===== src/rtl/sc_pkg.sv =====
// ---------------------------------------------------------------------------
// sc_pkg
// Shared definitions for the stochastic-number-generator stream scheduler:
//   SC_WIDTH_DEFAULT  default operand / LFSR width
//   sng_state_e       scheduler FSM state encoding
//   lfsr_taps()       maximal-length Fibonacci tap mask for widths 4..16.
//                     Bit k-1 set means polynomial term x^k participates.
// ---------------------------------------------------------------------------
package sc_pkg;

    localparam int SC_WIDTH_DEFAULT = 8;

    typedef enum logic [1:0] {
        IDLE  = 2'd0,
        RUN   = 2'd1,
        DRAIN = 2'd2
    } sng_state_e;

    function automatic logic [15:0] lfsr_taps(input int width);
        logic [15:0] taps;
        case (width)
            4:       taps = 16'h000C;  // x^4+x^3+1
            5:       taps = 16'h0014;  // x^5+x^3+1
            6:       taps = 16'h0030;  // x^6+x^5+1
            7:       taps = 16'h0060;  // x^7+x^6+1
            8:       taps = 16'h00B8;  // x^8+x^6+x^5+x^4+1
            9:       taps = 16'h0110;  // x^9+x^5+1
            10:      taps = 16'h0240;  // x^10+x^7+1
            11:      taps = 16'h0500;  // x^11+x^9+1
            12:      taps = 16'h0E08;  // x^12+x^11+x^10+x^4+1
            13:      taps = 16'h1C80;  // x^13+x^12+x^11+x^8+1
            14:      taps = 16'h3802;  // x^14+x^13+x^12+x^2+1
            15:      taps = 16'h6000;  // x^15+x^14+1
            16:      taps = 16'hD008;  // x^16+x^15+x^13+x^4+1
            default: taps = 16'h00B8;
        endcase
        return taps;
    endfunction

endpackage


===== src/rtl/sc_lfsr.sv =====
// ---------------------------------------------------------------------------
// sc_lfsr
// Fibonacci LFSR used as the random source of the stochastic comparator.
// Shifts left; the XOR of the tapped bits enters at bit 0.
// Ports:
//   clk    in   clock
//   rst_n  in   asynchronous active-low reset (value returns to SEED)
//   load   in   reload SEED (has priority over step)
//   step   in   advance one state
//   value  out  current LFSR state
// ---------------------------------------------------------------------------
module sc_lfsr
    import sc_pkg::*;
#(
    parameter int               WIDTH = SC_WIDTH_DEFAULT,
    parameter logic [WIDTH-1:0] SEED  = WIDTH'(8'hB5)
) (
    input  logic             clk,
    input  logic             rst_n,
    input  logic             load,
    input  logic             step,
    output logic [WIDTH-1:0] value
);

    localparam logic [WIDTH-1:0] TAPS = WIDTH'(lfsr_taps(WIDTH));

    logic fb;
    assign fb = ^(value & TAPS);

    always_ff @(posedge clk or negedge rst_n) begin
        if (!rst_n) begin
            value <= SEED;
        end else if (load) begin
            value <= SEED;
        end else if (step) begin
            value <= {value[WIDTH-2:0], fb};
        end
    end

    // An all-zero state is a lock-up state of an XOR LFSR.
    seed_nonzero: assert property (@(posedge clk) SEED != '0);
    never_zero:   assert property (@(posedge clk) disable iff (!rst_n) value != '0);

endmodule


===== src/rtl/sng_stream_scheduler.sv =====
// ---------------------------------------------------------------------------
// sng_stream_scheduler
// Time-shares one external registered comparator (cmp_st = bin2 < bin1,
// one-cycle latency) among NUM_REQ requesters. A round-robin winner has its
// operand latched, and a STREAM_LEN-bit stochastic stream is produced by
// comparing that operand against an LFSR reseeded at every stream start.
// Ports:
//   clk, rst_n    clock, asynchronous active-low reset
//   req           per-requester request, held until stream_done or abort
//   bin_in        operands, requester i at [i*WIDTH +: WIDTH]
//   grant         one-hot owner while streaming, 0 otherwise
//   cmp_bin1      comparator operand: latched requester value
//   cmp_bin2      comparator operand: current LFSR value
//   cmp_st        comparator result (registered)
//   bit_out       stochastic bit (cmp_st forwarded)
//   bit_valid     bit_out belongs to the owner's stream
//   bit_owner     owner index for bit_out
//   stream_done   one-cycle pulse on the owner's bit with its last bit
// ---------------------------------------------------------------------------
module sng_stream_scheduler
    import sc_pkg::*;
#(
    parameter int               NUM_REQ    = 4,
    parameter int               WIDTH      = SC_WIDTH_DEFAULT,
    parameter int               STREAM_LEN = (1 << WIDTH) - 1,
    parameter logic [WIDTH-1:0] LFSR_SEED  = WIDTH'(8'hB5)
) (
    input  logic                       clk,
    input  logic                       rst_n,
    input  logic [NUM_REQ-1:0]         req,
    input  logic [NUM_REQ*WIDTH-1:0]   bin_in,
    output logic [NUM_REQ-1:0]         grant,
    output logic [WIDTH-1:0]           cmp_bin1,
    output logic [WIDTH-1:0]           cmp_bin2,
    input  logic                       cmp_st,
    output logic                       bit_out,
    output logic                       bit_valid,
    output logic [$clog2(NUM_REQ)-1:0] bit_owner,
    output logic [NUM_REQ-1:0]         stream_done
);

    localparam int IDX_W = $clog2(NUM_REQ);
    localparam int CNT_W = $clog2(STREAM_LEN + 1);

    sng_state_e       state, state_nxt;
    logic [WIDTH-1:0] operand;
    logic [IDX_W-1:0] owner, rr_ptr, pick_idx, next_ptr;
    logic [WIDTH-1:0] pick_opnd;
    logic             pick_vld;
    logic [CNT_W-1:0] cnt;
    logic             issued;
    logic             owner_req, last_cmp, lfsr_load, lfsr_step;
    logic [WIDTH-1:0] lfsr_value;

    assign owner_req = req[owner];
    assign last_cmp  = (cnt == CNT_W'(STREAM_LEN - 1));
    assign next_ptr  = (owner == IDX_W'(NUM_REQ - 1)) ? '0 : owner + IDX_W'(1);
    assign lfsr_load = (state == IDLE) && pick_vld;
    assign lfsr_step = (state == RUN);

    // Round-robin pick: scanning from the far end down means the last hit,
    // which wins, is the first set request at or after rr_ptr.
    always_comb begin
        int idx;
        idx       = 0;
        pick_vld  = 1'b0;
        pick_idx  = '0;
        pick_opnd = '0;
        for (int k = NUM_REQ - 1; k >= 0; k--) begin
            idx = (int'(rr_ptr) + k) % NUM_REQ;
            if (req[IDX_W'(idx)]) begin
                pick_vld = 1'b1;
                pick_idx = IDX_W'(idx);
            end
        end
        for (int i = 0; i < NUM_REQ; i++) begin
            if (pick_idx == IDX_W'(i)) pick_opnd = bin_in[i*WIDTH +: WIDTH];
        end
    end

    // FSM state register
    always_ff @(posedge clk or negedge rst_n) begin
        if (!rst_n) state <= IDLE;
        else        state <= state_nxt;
    end

    // FSM next state; a dropped owner request aborts, even on the last compare
    always_comb begin
        state_nxt = state;
        unique case (state)
            IDLE:    if (pick_vld) state_nxt = RUN;
            RUN: begin
                if (!owner_req)    state_nxt = IDLE;
                else if (last_cmp) state_nxt = DRAIN;
            end
            DRAIN:   state_nxt = IDLE;
            default: state_nxt = IDLE;
        endcase
    end

    // FSM outputs
    always_comb begin
        grant       = '0;
        stream_done = '0;
        if (state == RUN)   grant[owner]       = 1'b1;
        if (state == DRAIN) stream_done[owner] = 1'b1;
    end

    // Stream bookkeeping. issued marks that a compare started this cycle and
    // belongs to a live stream; the comparator answers one cycle later.
    always_ff @(posedge clk or negedge rst_n) begin
        if (!rst_n) begin
            operand <= '0;
            owner   <= '0;
            rr_ptr  <= '0;
            cnt     <= '0;
            issued  <= 1'b0;
        end else begin
            issued <= (state == RUN) && owner_req;
            unique case (state)
                IDLE: begin
                    if (pick_vld) begin
                        owner   <= pick_idx;
                        operand <= pick_opnd;
                        cnt     <= '0;
                    end
                end
                RUN: begin
                    cnt <= cnt + CNT_W'(1);
                    if (!owner_req) rr_ptr <= next_ptr;
                end
                DRAIN:   rr_ptr <= next_ptr;
                default: ;
            endcase
        end
    end

    sc_lfsr #(
        .WIDTH (WIDTH),
        .SEED  (LFSR_SEED)
    ) u_lfsr (
        .clk   (clk),
        .rst_n (rst_n),
        .load  (lfsr_load),
        .step  (lfsr_step),
        .value (lfsr_value)
    );

    assign cmp_bin1  = operand;
    assign cmp_bin2  = lfsr_value;
    assign bit_out   = cmp_st;
    assign bit_valid = issued;
    assign bit_owner = owner;

endmodule


===== config.mk =====
export PLATFORM = sky130hd
export DESIGN_NAME = sng_stream_scheduler
export DESIGN_NICKNAME = d
export VERILOG_FILES = /design/src/rtl/sc_pkg.sv /design/src/rtl/sc_lfsr.sv /design/src/rtl/sng_stream_scheduler.sv
export SDC_FILE = /design/constraint.sdc
export NUM_CORES = 1
export LEC_CHECK = 0
export ABC_AREA = 1
export CAP_MARGIN = 20
export CELL_PAD_IN_SITES_DETAIL_PLACEMENT = 0
export CELL_PAD_IN_SITES_GLOBAL_PLACEMENT = 1
export CORE_UTILIZATION = 48
export CTS_BUF_LIST = sky130_fd_sc_hd__clkbuf_4 sky130_fd_sc_hd__clkbuf_8 sky130_fd_sc_hd__clkbuf_16
export DETAILED_ROUTE_END_ITERATION = 12
export DONT_BUFFER_PORTS = 1
export GPL_TIMING_DRIVEN = 0
export PLACE_DENSITY = 0.88
export SYNTH_ARGS = -nofsm -noshare
export SYNTH_HDL_FRONTEND = slang
export SYNTH_SLANG_ARGS = --single-unit

===== constraint.sdc =====
create_clock -name clk -period 3.1 [get_ports clk]
set_input_delay 0.31 -clock clk [delete_from_list [all_inputs] [get_ports clk]]
set_output_delay 0.31 -clock clk [all_outputs]
set_load 0.1 [all_outputs]

# Word-level counts from Yosys, hierarchy flattened
# Index checks and enable logic that the tools add are counted.
# word_totals
out_inout_bits,28
regBits,31
elab_cells,82
in_bits,39
# op_classes
n_reduce_logical,13
mux,41
order_cmp,6
n_addsub,5
eq_ne,10
# ops
cell,n
$mux W8,7
$mux W2,9
$lt A2 B4 Y1 const B,4
$pmux W8 S2,1
$mux W1,14
$bmux W1 S2,5
$add A8 B1 Y8 const B,1
$eq A2 B2 Y1 const B,4
$eq A8 B8 Y1 const B,1
$mux W4,2
$pmux W2 S2,2
$reduce_and A2 Y1,4
$reduce_xor A8 Y1,1
$reduce_bool A2 Y1,3
$add A2 B1 Y2 const B,2
$add A2 B2 Y2 const B,2
$eq A2 B1 Y1 const B,2
$logic_not A2 Y1,2
$ne A2 B2 Y1 const B,2
$logic_and A1 B1 Y1,3
$lt A2 B3 Y1 const B,1
$ne A3 B3 Y1 const B,1
$demux W1 S2,1
$ge A2 B1 Y1 const B,1

# Logic depth before layout (Yosys ltp)
# logic_depth
depth_word,13
depth_mapped,16
mapped_depth_nobuf,14

# Hierarchy
# A second synthesis with hierarchy kept.
# hier_totals
cells_unflattened,289
hier_area_um2,2102.0
# modules_own_cells
module,cells_per_inst,seq_area_each_um2,area_each_um2,n_inst
sng_stream_scheduler,243,575.6,1690.4,1
sc_lfsr,46,206.4,411.6,1

# Worst setup path before layout
# OpenSTA, ideal clock, no wires.
# synth_path
path_kind,reg2out
startpoint,register owner[0] (netlist: bit_owner[0])
endpoint,output grant[3]
path_buffers,0
stages_incl_launch_ff,4
arrival_ns,2.584
required_ns,2.790
path_slack_ns,0.206
path_cell_list,dfrtp_1 > ha_1 > inv_1 > nor2_1
# synth_between
elab_chain_len,5
word_cells_on_any_way,6
cone_classes,order compare: 2; mux: 3; reduce/logical: 1
# synth_rtl
element,line,text
from (decl),sng_stream_scheduler.sv:47,"logic [IDX_W-1:0] owner, rr_ptr, pick_idx, next_ptr;"
from (signal assigned),sng_stream_scheduler.sv:123,owner <= pick_idx;
$lt A2 B3 Y1 (implied by the code) / $ge A2 B1 Y1 (equally long branches),sng_stream_scheduler.sv:105,if (state == RUN) grant[owner] = 1'b1;
$logic_and A1 B1 Y1 (implied by the code),sng_stream_scheduler.sv:105,
$mux W1 (implied by the code),sng_stream_scheduler.sv:105,
$demux W1 S2 (*),sng_stream_scheduler.sv:105,
$mux W4 (*),sng_stream_scheduler.sv:105,
to (decl),sng_stream_scheduler.sv:32,"output logic [NUM_REQ-1:0] grant,"
# Every way passes the cells marked *; elsewhere a longest branch is shown, timed or not.

# Worst setup path in the final report
# layout_path
startpoint,register owner[1] (netlist: bit_owner[1])
endpoint,output grant[3]
# Same word-level chain as after synthesis.

==> impl_metrics.sql <==
INSERT INTO impl_metrics (metric_group, metric, value, unit) VALUES
('run_status', 'status', 'complete, no violations', ''),
('clock_network', 'tritoncts_clock_tree', 'yes', ''),
('worst_setup_path', 'crit_path_top_delay_cell', 'sky130_fd_sc_hd__dfrtp_1', ''),
('detailed_routing', 'antenna_violating_nets_remaining', '0', ''),
('global_route', 'maximum_number_of_pins_on_one_net_before_global_route_repair', '32', ''),
('synth', 'synth_nets', '317', ''),
('worst_setup_path', 'r2r-end', 'rr_ptr[0]', ''),
('synth', 'synth_area', '0.00205', 'mm2'),
('floorplanning', 'std_cell_rows', '23', ''),
('place', 'dp.cells', '322', ''),
('detailed_routing', 'detailroute.via_count', '1735', ''),
('detailed_routing', 'routed_len_inst', '13.3', 'um'),
('synth', 'yosysUniqueCellTypes', '33', ''),
('worst_setup_path', 'timing.critical_path.arrival', '2530', 'ps'),
('layout', 'fin_nets', '326', ''),
('clock_network', 'clk_path_buf_depth', '2', ''),
('clock_network', 'cts_root_buffer', 'sky130_fd_sc_hd__clkbuf_8', ''),
('layout', 'mostFrequentLayoutCell', 'sky130_fd_sc_hd__nand2_1', ''),
('layout', 'post_route_cells_drive_above_1_share', '22.3', '%'),
('floorplanning', 'core_region_area', '0.00406', 'mm2'),
('synth', 'synth_warnings', '0', ''),
('worst_setup_path', 'crit-reg2reg-launch', 'bit_owner[1]', ''),
('sta', 'max_clock_freq', '352', 'MHz'),
('detailed_routing', 'dr.first_iter.drc_count', '74', ''),
('layout', 'syn2layout_area_growth', '11.0', '%'),
('detailed_routing', 'finalWirelength', '4.43', 'mm'),
('sta', 'finalSetupViolCount', '0', ''),
('synth', 'synth_sequential_area_ratio', '38.1', '%'),
('synth', 'yosys_register_bits', '31', ''),
('layout', 'num-fill-cells', '395', ''),
('hold_path', 'worstHoldPathCells', '4', ''),
('worst_setup_path', 'cp_slowest_stage_delay', '1040', 'ps'),
('sta', 'maxSlewViolCount', '0', ''),
('worst_setup_path', 'worst-path-max-fanout', '6', ''),
('clock_network', 'clkSinkCount', '31', ''),
('hold_path', 'min_from', 'bin_in[24]', ''),
('sta', 'grt_setup_unrepaired', 'false', ''),
('sta', 'timing.max_slew.rel_slack', '28.0', '%'),
('layout', 'num_antenna_cells', '0', ''),
('hold_path', 'worst_hold_path_type', 'input port to register', ''),
('floorplanning', 'dieWidth', '67.4', 'um'),
('worst_setup_path', 'crit_required', '2790', 'ps'),
('clock_network', 'post_cts.resized_instances', '0', ''),
('place', 'port_buffers', '0', ''),
('layout', 'final-instance-count-excl-fill', '332', ''),
('synth', 'synth_cells', '272', ''),
('worst_setup_path', 'setup.worst_path.end_class', 'output port', ''),
('clock_network', 'post-cts-setup-buffers', '0', ''),
('clock_network', 'ctsHtreeMaxLevel', '2', ''),
('sta', 'layout_worst_path_cycle_share', '91.5', '%'),
('clock_network', 'clk-insertion-delay-late', '280', 'ps'),
('place', 'final_hpwl_from_detailed_placement', '3.33', 'mm'),
('global_route', 'globalRoute.totalOverflow', '0', ''),
('detailed_routing', 'firstDrtPassIters', '4', ''),
('clock_network', 'worst_setup_hold_path_clk_slew', '70', 'ps'),
('sta', 'timing.final.crit_period', '2840', 'ps'),
('sta', 'tns', '0', 'ps'),
('floorplanning', 'initial_utilization', '50.6', '%'),
('floorplanning', 'num_io_pins', '67', ''),
('worst_setup_path', 'worstRegToRegCells', '8', ''),
('sta', 'timing.final.hold_violations', '0', ''),
('worst_setup_path', 'crit_buf_inv', '1', ''),
('layout', 'final_cell_mix', 'sky130_fd_sc_hd__nand2_1 (73), sky130_fd_sc_hd__inv_1 (32), sky130_fd_sc_hd__dfrtp_1 (26), sky130_fd_sc_hd__nand3_1 (18), sky130_fd_sc_hd__o21ai_0 (17)', ''),
('detailed_routing', 'detail_route.vias_per_cell', '5.23', ''),
('floorplanning', 'fp.dieH', '67.4', 'um'),
('global_route', 'antenna_found_initial', '0', ''),
('place', 'placer_s_final_routability_congestion_estimate', '0.751', ''),
('worst_setup_path', 'critical_path.top_delay_family', 'flip-flops', ''),
('sta', 'worstMarginPinSlew', '1080', 'ps'),
('global_route', 'grt_first_pass_wirelength', '7.27', 'mm'),
('layout', 'area.sequential', '782', 'um2');
==> metrics by stage <==
| step | area [um2] | hold slack (ps) | util [%] | setup WS (ps) |
|---|---|---|---|---|
| floorplan | 2050 | 14.4 | - | 206 |
| global placement | 2120 | 15.6 | 52.2 | 126 |
| detailed placement | 2140 | 15.6 | 52.7 | 560 |
| CTS | 2280 | 213 | 56.2 | 247 |
| global route | 2280 | 225 | 56.2 | 155 |
| finish | 2280 | 219 | 56.2 | 262 |
==> synthesized netlist by cell type <==
master | instances | area [um2]
sky130_fd_sc_hd__nor2_1 | 18 | 67.6
sky130_fd_sc_hd__dfrtp_1 | 26 | 651
sky130_fd_sc_hd__nor2_4 | 1 | 11.3
sky130_fd_sc_hd__inv_1 | 32 | 120
sky130_fd_sc_hd__nand2_1 | 73 | 274
sky130_fd_sc_hd__o21ai_1 | 3 | 15.0
sky130_fd_sc_hd__nand3_1 | 18 | 90.1
sky130_fd_sc_hd__buf_2 | 2 | 10.0
sky130_fd_sc_hd__nand3_4 | 1 | 17.5
sky130_fd_sc_hd__nor3_1 | 1 | 5.00
sky130_fd_sc_hd__nand2_8 | 1 | 20.0
sky130_fd_sc_hd__inv_8 | 1 | 11.3
sky130_fd_sc_hd__a31oi_1 | 2 | 12.5
sky130_fd_sc_hd__o21ai_0 | 17 | 85.1
sky130_fd_sc_hd__ha_1 | 6 | 75.1
sky130_fd_sc_hd__nand2_4 | 3 | 33.8
sky130_fd_sc_hd__o22ai_1 | 2 | 12.5
sky130_fd_sc_hd__a22o_1 | 1 | 8.76
sky130_fd_sc_hd__a21oi_1 | 7 | 35.0
sky130_fd_sc_hd__clkbuf_1 | 2 | 7.51
sky130_fd_sc_hd__a31o_2 | 1 | 8.76
sky130_fd_sc_hd__dfstp_2 | 5 | 131
sky130_fd_sc_hd__nand2_2 | 11 | 68.8
sky130_fd_sc_hd__inv_2 | 4 | 15.0
sky130_fd_sc_hd__xor2_1 | 3 | 26.3
sky130_fd_sc_hd__buf_4 | 1 | 7.51
sky130_fd_sc_hd__xnor2_1 | 2 | 17.5
sky130_fd_sc_hd__o211ai_1 | 2 | 15.0
sky130_fd_sc_hd__a22oi_1 | 1 | 7.51
sky130_fd_sc_hd__o21ai_2 | 7 | 61.3
sky130_fd_sc_hd__nor2_2 | 4 | 25.0
sky130_fd_sc_hd__nand4_1 | 10 | 62.6
sky130_fd_sc_hd__buf_6 | 4 | 45.0
==> worst max-delay path by stage <==
stage                 start             end  slack, ps  cells past startpoint
2_1_floorplan  bit_owner[0]        grant[3]        210                      3
3_3_place_gp   bit_owner[1]  stream_done[3]        130                      3
3_5_place_dp   bit_owner[0]        grant[3]        560                      3
4_1_cts        bit_owner[1]        grant[3]        250                      3
5_1_grt        bit_owner[0]        grant[2]        150                      4
6_report       bit_owner[1]        grant[3]        260                      3
==> final cells by class <==
class	count	share of cell area, %
buffer	9	3.07
tap	50	2.74
multi-input combinational	195	47.2
inverter	37	6.42
sequential	31	34.3
clock inverter	1	1.32
timing repair buffer	2	1.32
clock buffer	7	3.68
==> worst reg2reg max path: stages (launching register included) <==
cell,delay (ps)
sky130_fd_sc_hd__dfrtp_1,1040
sky130_fd_sc_hd__inv_1,220
sky130_fd_sc_hd__a21oi_1,160
sky130_fd_sc_hd__o21ai_0,100
sky130_fd_sc_hd__nand2_1,170
sky130_fd_sc_hd__nand2_1,60
sky130_fd_sc_hd__nand2_1,110
sky130_fd_sc_hd__nand3_1,80
sky130_fd_sc_hd__o21ai_0,80
==> routing by layer <==
layer | vias up | global-route usage (%) | wire length (um) | share of wire, %
li1 | 893 | - | - | -
met1 | 772 | 30.6 | 2110 | 48
met2 | 65 | 33.4 | 1940 | 44
met3 | 5 | 6.25 | 342 | 7.7
met4 | 0 | 4.79 | 39 | 0.88
met5 | - | 0 | 0 | 0
==> cell families after synthesis <==
logic type | Yosys count | share of synthesized area [%]
simple gates | 141 | 32.9
compound gates | 43 | 12.7
fa+ha+maj | 6 | 3.65
flops | 31 | 38.1
buf+inv | 46 | 10.5
xor+xnor | 5 | 2.13
==> sequential cells by signal (all words and copies together), names as in the netlist <==
| signal | flops |
|---|---|
| rr_ptr | 2 |
| state | 2 |
| bit_valid | 1 |
| bit_owner | 2 |
| cmp_bin1 | 8 |
| cnt | 8 |
| u_lfsr.value | 8 |
Power is left out: the tool's default activity adds up to more than one toggle a clock period on the data nets, which glitch-free logic cannot reach.
